`src/rtl/arb_pkg.sv`:
```
// Shared types and constants for the fetch/data memory-port arbiter.
package arb_pkg;

  localparam int unsigned LINE_W       = 128;
  localparam int unsigned BE_W         = LINE_W / 8;
  localparam int unsigned STARVE_CNT_W = 4;

  typedef enum logic [1:0] {
    IDLE  = 2'd0,
    GNT_I = 2'd1,
    GNT_D = 2'd2
  } arb_state_t;

endpackage

```
`src/rtl/arb_pick.sv`:
```
// Combinational next-grant selector used while the arbiter is idle.
module arb_pick
  import arb_pkg::*;
#(
  parameter bit FIXED_PRIO = 1'b0
) (
  input  logic       i_fetch_req,
  input  logic       i_data_req,
  input  logic       i_last_d,
  input  logic       i_starve_hit,
  output arb_state_t o_next
);

  always_comb begin
    o_next = IDLE;
    if (i_fetch_req && i_data_req) begin
      if (FIXED_PRIO) o_next = i_starve_hit ? GNT_I : GNT_D;
      else            o_next = i_last_d     ? GNT_I : GNT_D;
    end else if (i_fetch_req) begin
      o_next = GNT_I;
    end else if (i_data_req) begin
      o_next = GNT_D;
    end
  end

endmodule

```
`src/rtl/imem_dmem_arbiter.sv`:
```
// Shares one 128-bit memory port between the fetch and data cache clients.
// Grants are registered and held until the granted transfer completes.
module imem_dmem_arbiter
  import arb_pkg::*;
#(
  parameter int unsigned ADDR_WIDTH   = 32,
  parameter int unsigned DATA_WIDTH   = 128,
  parameter int unsigned FIXED_PRIO   = 0,
  parameter int unsigned STARVE_LIMIT = 8
) (
  input  logic                    clock,
  input  logic                    reset_n,
  input  logic [ADDR_WIDTH-1:0]   i_addr,
  input  logic                    i_rd,
  output logic [DATA_WIDTH-1:0]   i_data,
  output logic                    i_waitrequest,
  input  logic [ADDR_WIDTH-1:0]   d_addr,
  input  logic                    d_rd,
  input  logic                    d_wr,
  input  logic [DATA_WIDTH-1:0]   d_wdata,
  input  logic [DATA_WIDTH/8-1:0] d_be,
  output logic [DATA_WIDTH-1:0]   d_rdata,
  output logic                    d_waitrequest,
  output logic [ADDR_WIDTH-1:0]   mem_addr,
  output logic                    mem_rd,
  output logic                    mem_wr,
  output logic [DATA_WIDTH-1:0]   mem_wdata,
  output logic [DATA_WIDTH/8-1:0] mem_be,
  input  logic [DATA_WIDTH-1:0]   mem_rdata,
  input  logic                    mem_waitrequest
);

  arb_state_t              r_state;
  arb_state_t              w_state_nxt;
  arb_state_t              w_pick;
  logic                    r_last_d;
  logic [STARVE_CNT_W-1:0] r_starve_cnt;

  logic w_i_req;
  logic w_d_req;
  logic w_live;
  logic w_done;
  logic w_starve_hit;

  assign w_i_req      = i_rd;
  assign w_d_req      = d_rd | d_wr;
  assign w_starve_hit = (r_starve_cnt == STARVE_CNT_W'(STARVE_LIMIT));

  // A grant whose owner has dropped its request is not live: no strobe, back to idle.
  assign w_live = ((r_state == GNT_I) && w_i_req) || ((r_state == GNT_D) && w_d_req);
  assign w_done = w_live && !mem_waitrequest;

  arb_pick #(
    .FIXED_PRIO (FIXED_PRIO != 0)
  ) u_pick (
    .i_fetch_req  (w_i_req),
    .i_data_req   (w_d_req),
    .i_last_d     (r_last_d),
    .i_starve_hit (w_starve_hit),
    .o_next       (w_pick)
  );

  always_comb begin
    w_state_nxt = r_state;
    case (r_state)
      IDLE:         w_state_nxt = w_pick;
      GNT_I, GNT_D: if (!w_live || !mem_waitrequest) w_state_nxt = IDLE;
      default:      w_state_nxt = IDLE;
    endcase
  end

  always_ff @(posedge clock or negedge reset_n) begin
    if (!reset_n) begin
      r_state      <= IDLE;
      r_last_d     <= 1'b0;
      r_starve_cnt <= '0;
    end else begin
      r_state <= w_state_nxt;
      if (w_done) r_last_d <= (r_state == GNT_D);
      if (r_state == IDLE && w_pick == GNT_I)
        r_starve_cnt <= '0;
      else if (r_state == IDLE && w_pick == GNT_D && w_i_req && !w_starve_hit)
        r_starve_cnt <= r_starve_cnt + 1'b1;
    end
  end

  always_comb begin
    mem_addr  = '0;
    mem_rd    = 1'b0;
    mem_wr    = 1'b0;
    mem_wdata = '0;
    mem_be    = '0;
    if (r_state == GNT_I && w_i_req) begin
      mem_addr = i_addr;
      mem_rd   = 1'b1;
      mem_be   = '1;
    end else if (r_state == GNT_D && w_d_req) begin
      mem_addr  = d_addr;
      mem_wdata = d_wdata;
      if (d_wr) begin
        mem_wr = 1'b1;
        mem_be = d_be;
      end else begin
        mem_rd = 1'b1;
        mem_be = '1;
      end
    end
  end

  assign i_data        = (r_state == GNT_I) ? mem_rdata : '0;
  assign d_rdata       = (r_state == GNT_D) ? mem_rdata : '0;
  assign i_waitrequest = !((r_state == GNT_I) && !mem_waitrequest);
  assign d_waitrequest = !((r_state == GNT_D) && !mem_waitrequest);

  a_one_strobe: assert property (@(posedge clock) disable iff (!reset_n)
    !(mem_rd && mem_wr));
  a_idle_quiet: assert property (@(posedge clock) disable iff (!reset_n)
    (r_state == IDLE) |-> !(mem_rd || mem_wr));
  a_release: assert property (@(posedge clock) disable iff (!reset_n)
    w_done |=> (r_state == IDLE));

endmodule

```
`config.mk`:
```
export PLATFORM = sky130hd
export DESIGN_NAME = imem_dmem_arbiter
export DESIGN_NICKNAME = d
export VERILOG_FILES = /design/src/rtl/arb_pkg.sv /design/src/rtl/arb_pick.sv /design/src/rtl/imem_dmem_arbiter.sv
export SDC_FILE = /design/constraint.sdc
export NUM_CORES = 1
export LEC_CHECK = 0
export ABC_AREA = 0
export CORE_AREA = 2 2 300 302
export CTS_CLUSTER_DIAMETER = 60
export DETAILED_ROUTE_END_ITERATION = 6
export DIE_AREA = 0 0 302 304
export GPL_TIMING_DRIVEN = 0
export HOLD_SLACK_MARGIN = 0.12
export PLACE_DENSITY = 0.36
export REMOVE_ABC_BUFFERS = 1
export SKIP_CTS_REPAIR_TIMING = 1
export SLEW_MARGIN = 10
export SYNTH_ARGS = -nofsm -noshare
export SYNTH_HDL_FRONTEND = slang
export SYNTH_HIERARCHICAL = 1
export SYNTH_SLANG_ARGS = --single-unit
export TNS_END_PERCENT = 50
```
`constraint.sdc`:
```
create_clock -name clock -period 2.6 [get_ports clock]
set_input_delay 0.26 -clock clock [delete_from_list [all_inputs] [get_ports clock]]
set_output_delay 0.26 -clock clock [all_outputs]
set_load 0.01 [all_outputs]
```
After elaboration in Yosys (flattened, before gate mapping)

Index checks and enable logic that the tools add are counted.

Word-level logic and storage cells: 41
Output and inout port bits: 436
Bits in registers: 3

Multiplexer cells: 21
Equal/unequal tests: 3
Reduce and logical (&&, ||, !) cells: 14
Bitwise logic cells: 1

Operators by type and width:

| kind                                                                  | count |
|---|---|
| 128-bit 2-to-1 mux                                                    | 4 |
| 32-bit 2-to-1 mux                                                     | 2 |
| 16-bit 2-to-1 mux                                                     | 3 |
| 2-bit 2-to-1 mux                                                      | 5 |
| 1-bit logical AND                                                     | 6 |
| 1-bit 2-to-1 mux                                                      | 6 |
| 1-bit logical NOT                                                     | 4 |
| 2-bit one-hot mux with 2 select lines                                 | 1 |
| 2-bit by 1-bit equality test with 1-bit output, second input constant | 1 |
| 2-bit equality test, second input constant                            | 1 |
| 2-bit logical NOT                                                     | 1 |
| 1-bit logical OR                                                      | 2 |
| 2-bit != test, second input constant                                  | 1 |
| 2-bit OR reduction                                                    | 1 |
| 1-bit bitwise OR                                                      | 1 |

Logic depth before layout (Yosys ltp)

Word-level depth: 7
Mapped depth: 8
Gate-level depth less buffers: 5

Modules after synthesis

The synthesis kept the hierarchy.

Modules (own cells, without submodules):

| module            | instances | area an instance (um^2) | cells each |
|---|---|---|---|
| imem_dmem_arbiter | 1         | 3543.4                  | 536 |
| arb_pick          | 1         | 18.8                    | 3 |

Least setup slack after synthesis

Ideal clock, no wire load.

Kind: reg-to-output
Start: register r_state[1]
End: output mem_wdata[100]
Buffers on the path: 3
Slack: 0.892 ns
Cell stages (with the launch flop): 9
Arrival: 1.448 ns
Cells stage by stage: dfrtp_1 -> inv_1 -> ha_1 -> and2_1 -> buf_6 -> nor2_8 -> buf_6 -> buf_2 -> and2_1

Word-level cells in the longest chain between the ends: 4

RTL lines:

| what                     | line                    | text |
|---|---|---|
| start: declaration       | imem_dmem_arbiter.sv:33 | `arb_state_t r_state;` |
| start signal: assignment | imem_dmem_arbiter.sv:78 | `r_state <= w_state_nxt;` |
| 2-bit equality test      | imem_dmem_arbiter.sv:97 | `end else if (r_state == GNT_D && w_d_req) begin` |
| 1-bit logical AND        | imem_dmem_arbiter.sv:97 |  |
| 128-bit 2-to-1 mux       | imem_dmem_arbiter.sv:97 |  |
| 128-bit 2-to-1 mux (*)   | imem_dmem_arbiter.sv:93 | `if (r_state == GNT_I && w_i_req) begin` |
| end: declaration         | imem_dmem_arbiter.sv:27 | `output logic [DATA_WIDTH-1:0] mem_wdata,` |

Every way passes the cells marked *; elsewhere a longest branch is shown, timed or not.

Final worst setup path

Start: register r_state[1]
End: output i_data[0]

Word-level cells in the longest chain between the ends: 2

RTL lines:

| what                                           | line                     | text |
|---|---|---|
| 2-bit by 1-bit equality test with 1-bit output | imem_dmem_arbiter.sv:110 | `assign i_data = (r_state == GNT_I) ? mem_rdata : '0;` |
| 128-bit 2-to-1 mux                             | imem_dmem_arbiter.sv:110 |  |
| end: declaration                               | imem_dmem_arbiter.sv:15  | `output logic [DATA_WIDTH-1:0] i_data,` |

Every way passes these cells.

==> reports/metrics.csv <==
metric;value;unit
run status;complete, no violations;
Core ar.;89050;um^2
die area;91810;um^2
syn_area_per_cell;6.468;um^2
die width;302;um
routability cong.;0.7861;
Area Growth Syn to Fin;300.1;%
setup ws final;10.53;ps
initial antenna violation count;106;
site row count;110;
total grt overflow;0;
slew margin rel.;0.5999;
H-tree depth;1;
drt drc;0;
nets;1620;
fin crit share;0.9960;
worst-path maximum fanout;109;
crit end category;primary output;
port bufs;777;
most common cell after layout, fill and taps aside;clkdlybuf4s50_1;
vias in the first global route;7081;
post-place setup slack;-687.0;ps
DP HPWL;65.91;mm
warnings from Yosys;6;
drt pass-1 iters;4;
LEAKAGE;6.703;nW
Worst-Margin Slew;599.2;ps
Mapped Area;3318;um^2
Max-Cap Viols;0;
CP arrival;2330;ps
CTS tree;built;
IO Pins;778;
commonest cells after routing, fill and taps aside;623 x clkdlybuf4s50_1, 384 x and2_1, 129 x dlymetal6s2s_1, 32 x a22o_1, 16 x o21a_1;
Post-Syn Instances;513;
DR iter-0 viols;253;
CP Launch Type;flop;
drt total wl;72.07;mm
Num CTS Buffers;3;
largest net degree at the start of global routing;110;
CTS sink cnt;3;
Final Hold Fails;0;
fin crit period;2589;ps
clock-pin transition on the worst setup and hold timing paths;30;ps
via/cell ratio;2.861;
vias;7119;
share of layout cells above drive strength 1;0.05416;
Total Power Consumption;8.305;mW
unrepaired setup endpoints after global routing;yes;
fmax;0.3862;GHz
Multi-input gate area;3024;um^2
first-pass GRT wire length;84.66;mm
Final Setup Violations;0;
Setup TNS Final;0;ps
Worst VDD drop;0.3562;mV
power per cell area;625.5;nW/um^2
Worst Skew;2.015;ps
root buffer cell;clkbuf_16;
deepest clock path buffer count;2;
Final ANT Viol Nets;0;
register area;75.07;um^2
Final Slew Violations;0;
Worst Hold Class;in2async;
Worst EP required;2340;ps
clock latency at the later pin of the worst-skew pair;230;ps
Initial Utilization;0.03726;
Die Ht;304;um
Layout fillers;10084;
Avg WL per Cell;28.97;um
Setup Crit Path Kind;reg2out;
global-route usage over all layers;0.1433;
[through the flow]
step | std cells | hold slack, ps | area (um^2) | util
4_1_cts | 2425 | 236.1 | 12570 | 0.1412
6_report | 2488 | 238.7 | 13280 | 0.1491
2_1_floorplan | 462 | -35.59 | 3078 | -
5_1_grt | 2458 | 248.7 | 13200 | 0.1483
3_5_place_dp | 2421 | 470.4 | 12500 | 0.1403
3_3_place_gp | 2415 | 458.5 | 12330 | 0.1384
[routing by layer]
layer  up-vias  track usage  wire length [um]
met2       500       0.2601             35580
met1      3226       0.1497             26420
met5         -            0               509
met3       140      0.08239              8655
li1       3167            -                 -
met4        86     0.003684               907
[final timing paths]
kind | from | to | slack, ps | depth (start not counted)
max | r_state[1] | i_data[0] | 10 | 6
min | reset_n | r_state[1] | 240 | 1
max reg2reg | r_state[1] | r_last_d | 1000 | 6
min reg2reg | r_last_d | r_last_d | 550 | 1
max in group asynchronous | reset_n | r_last_d | 2190 | 1
min in group clock | r_last_d | r_last_d | 550 | 1
[report_power, final]
part	switching, mW	internal, mW	leakage, nW	total (mW)
combinational	3.85	4.12	6.63	7.98
clock	0.0438	0.202	0.0384	0.246
sequential	0.0154	0.0661	0.0385	0.0815
[sequential cells by signal (all words and copies together), names as in the netlist]
| name | flops |
|---|---|
| r_state | 2 |
| r_last_d | 1 |
[critical path: stages, from the launching register on]
cell,delay (ps)
dfrtp_1,370
inv_1,140
ha_4,180
buf_6,200
buf_16,270
and2_1,200
clkdlybuf4s50_1,620
[cell type report]
| cell class | count | area share |
|---|---|---|
| multi-input combinational | 456 | 0.2278 |
| sequential | 3 | 0.005655 |
| inverter | 3 | 0.0008482 |
| antenna | 38 | 0.007162 |
| timing repair buffer | 808 | 0.6418 |
| clock buffer | 4 | 0.005937 |
| tap | 1176 | 0.1108 |
Power figures use the tool's default switching activity.
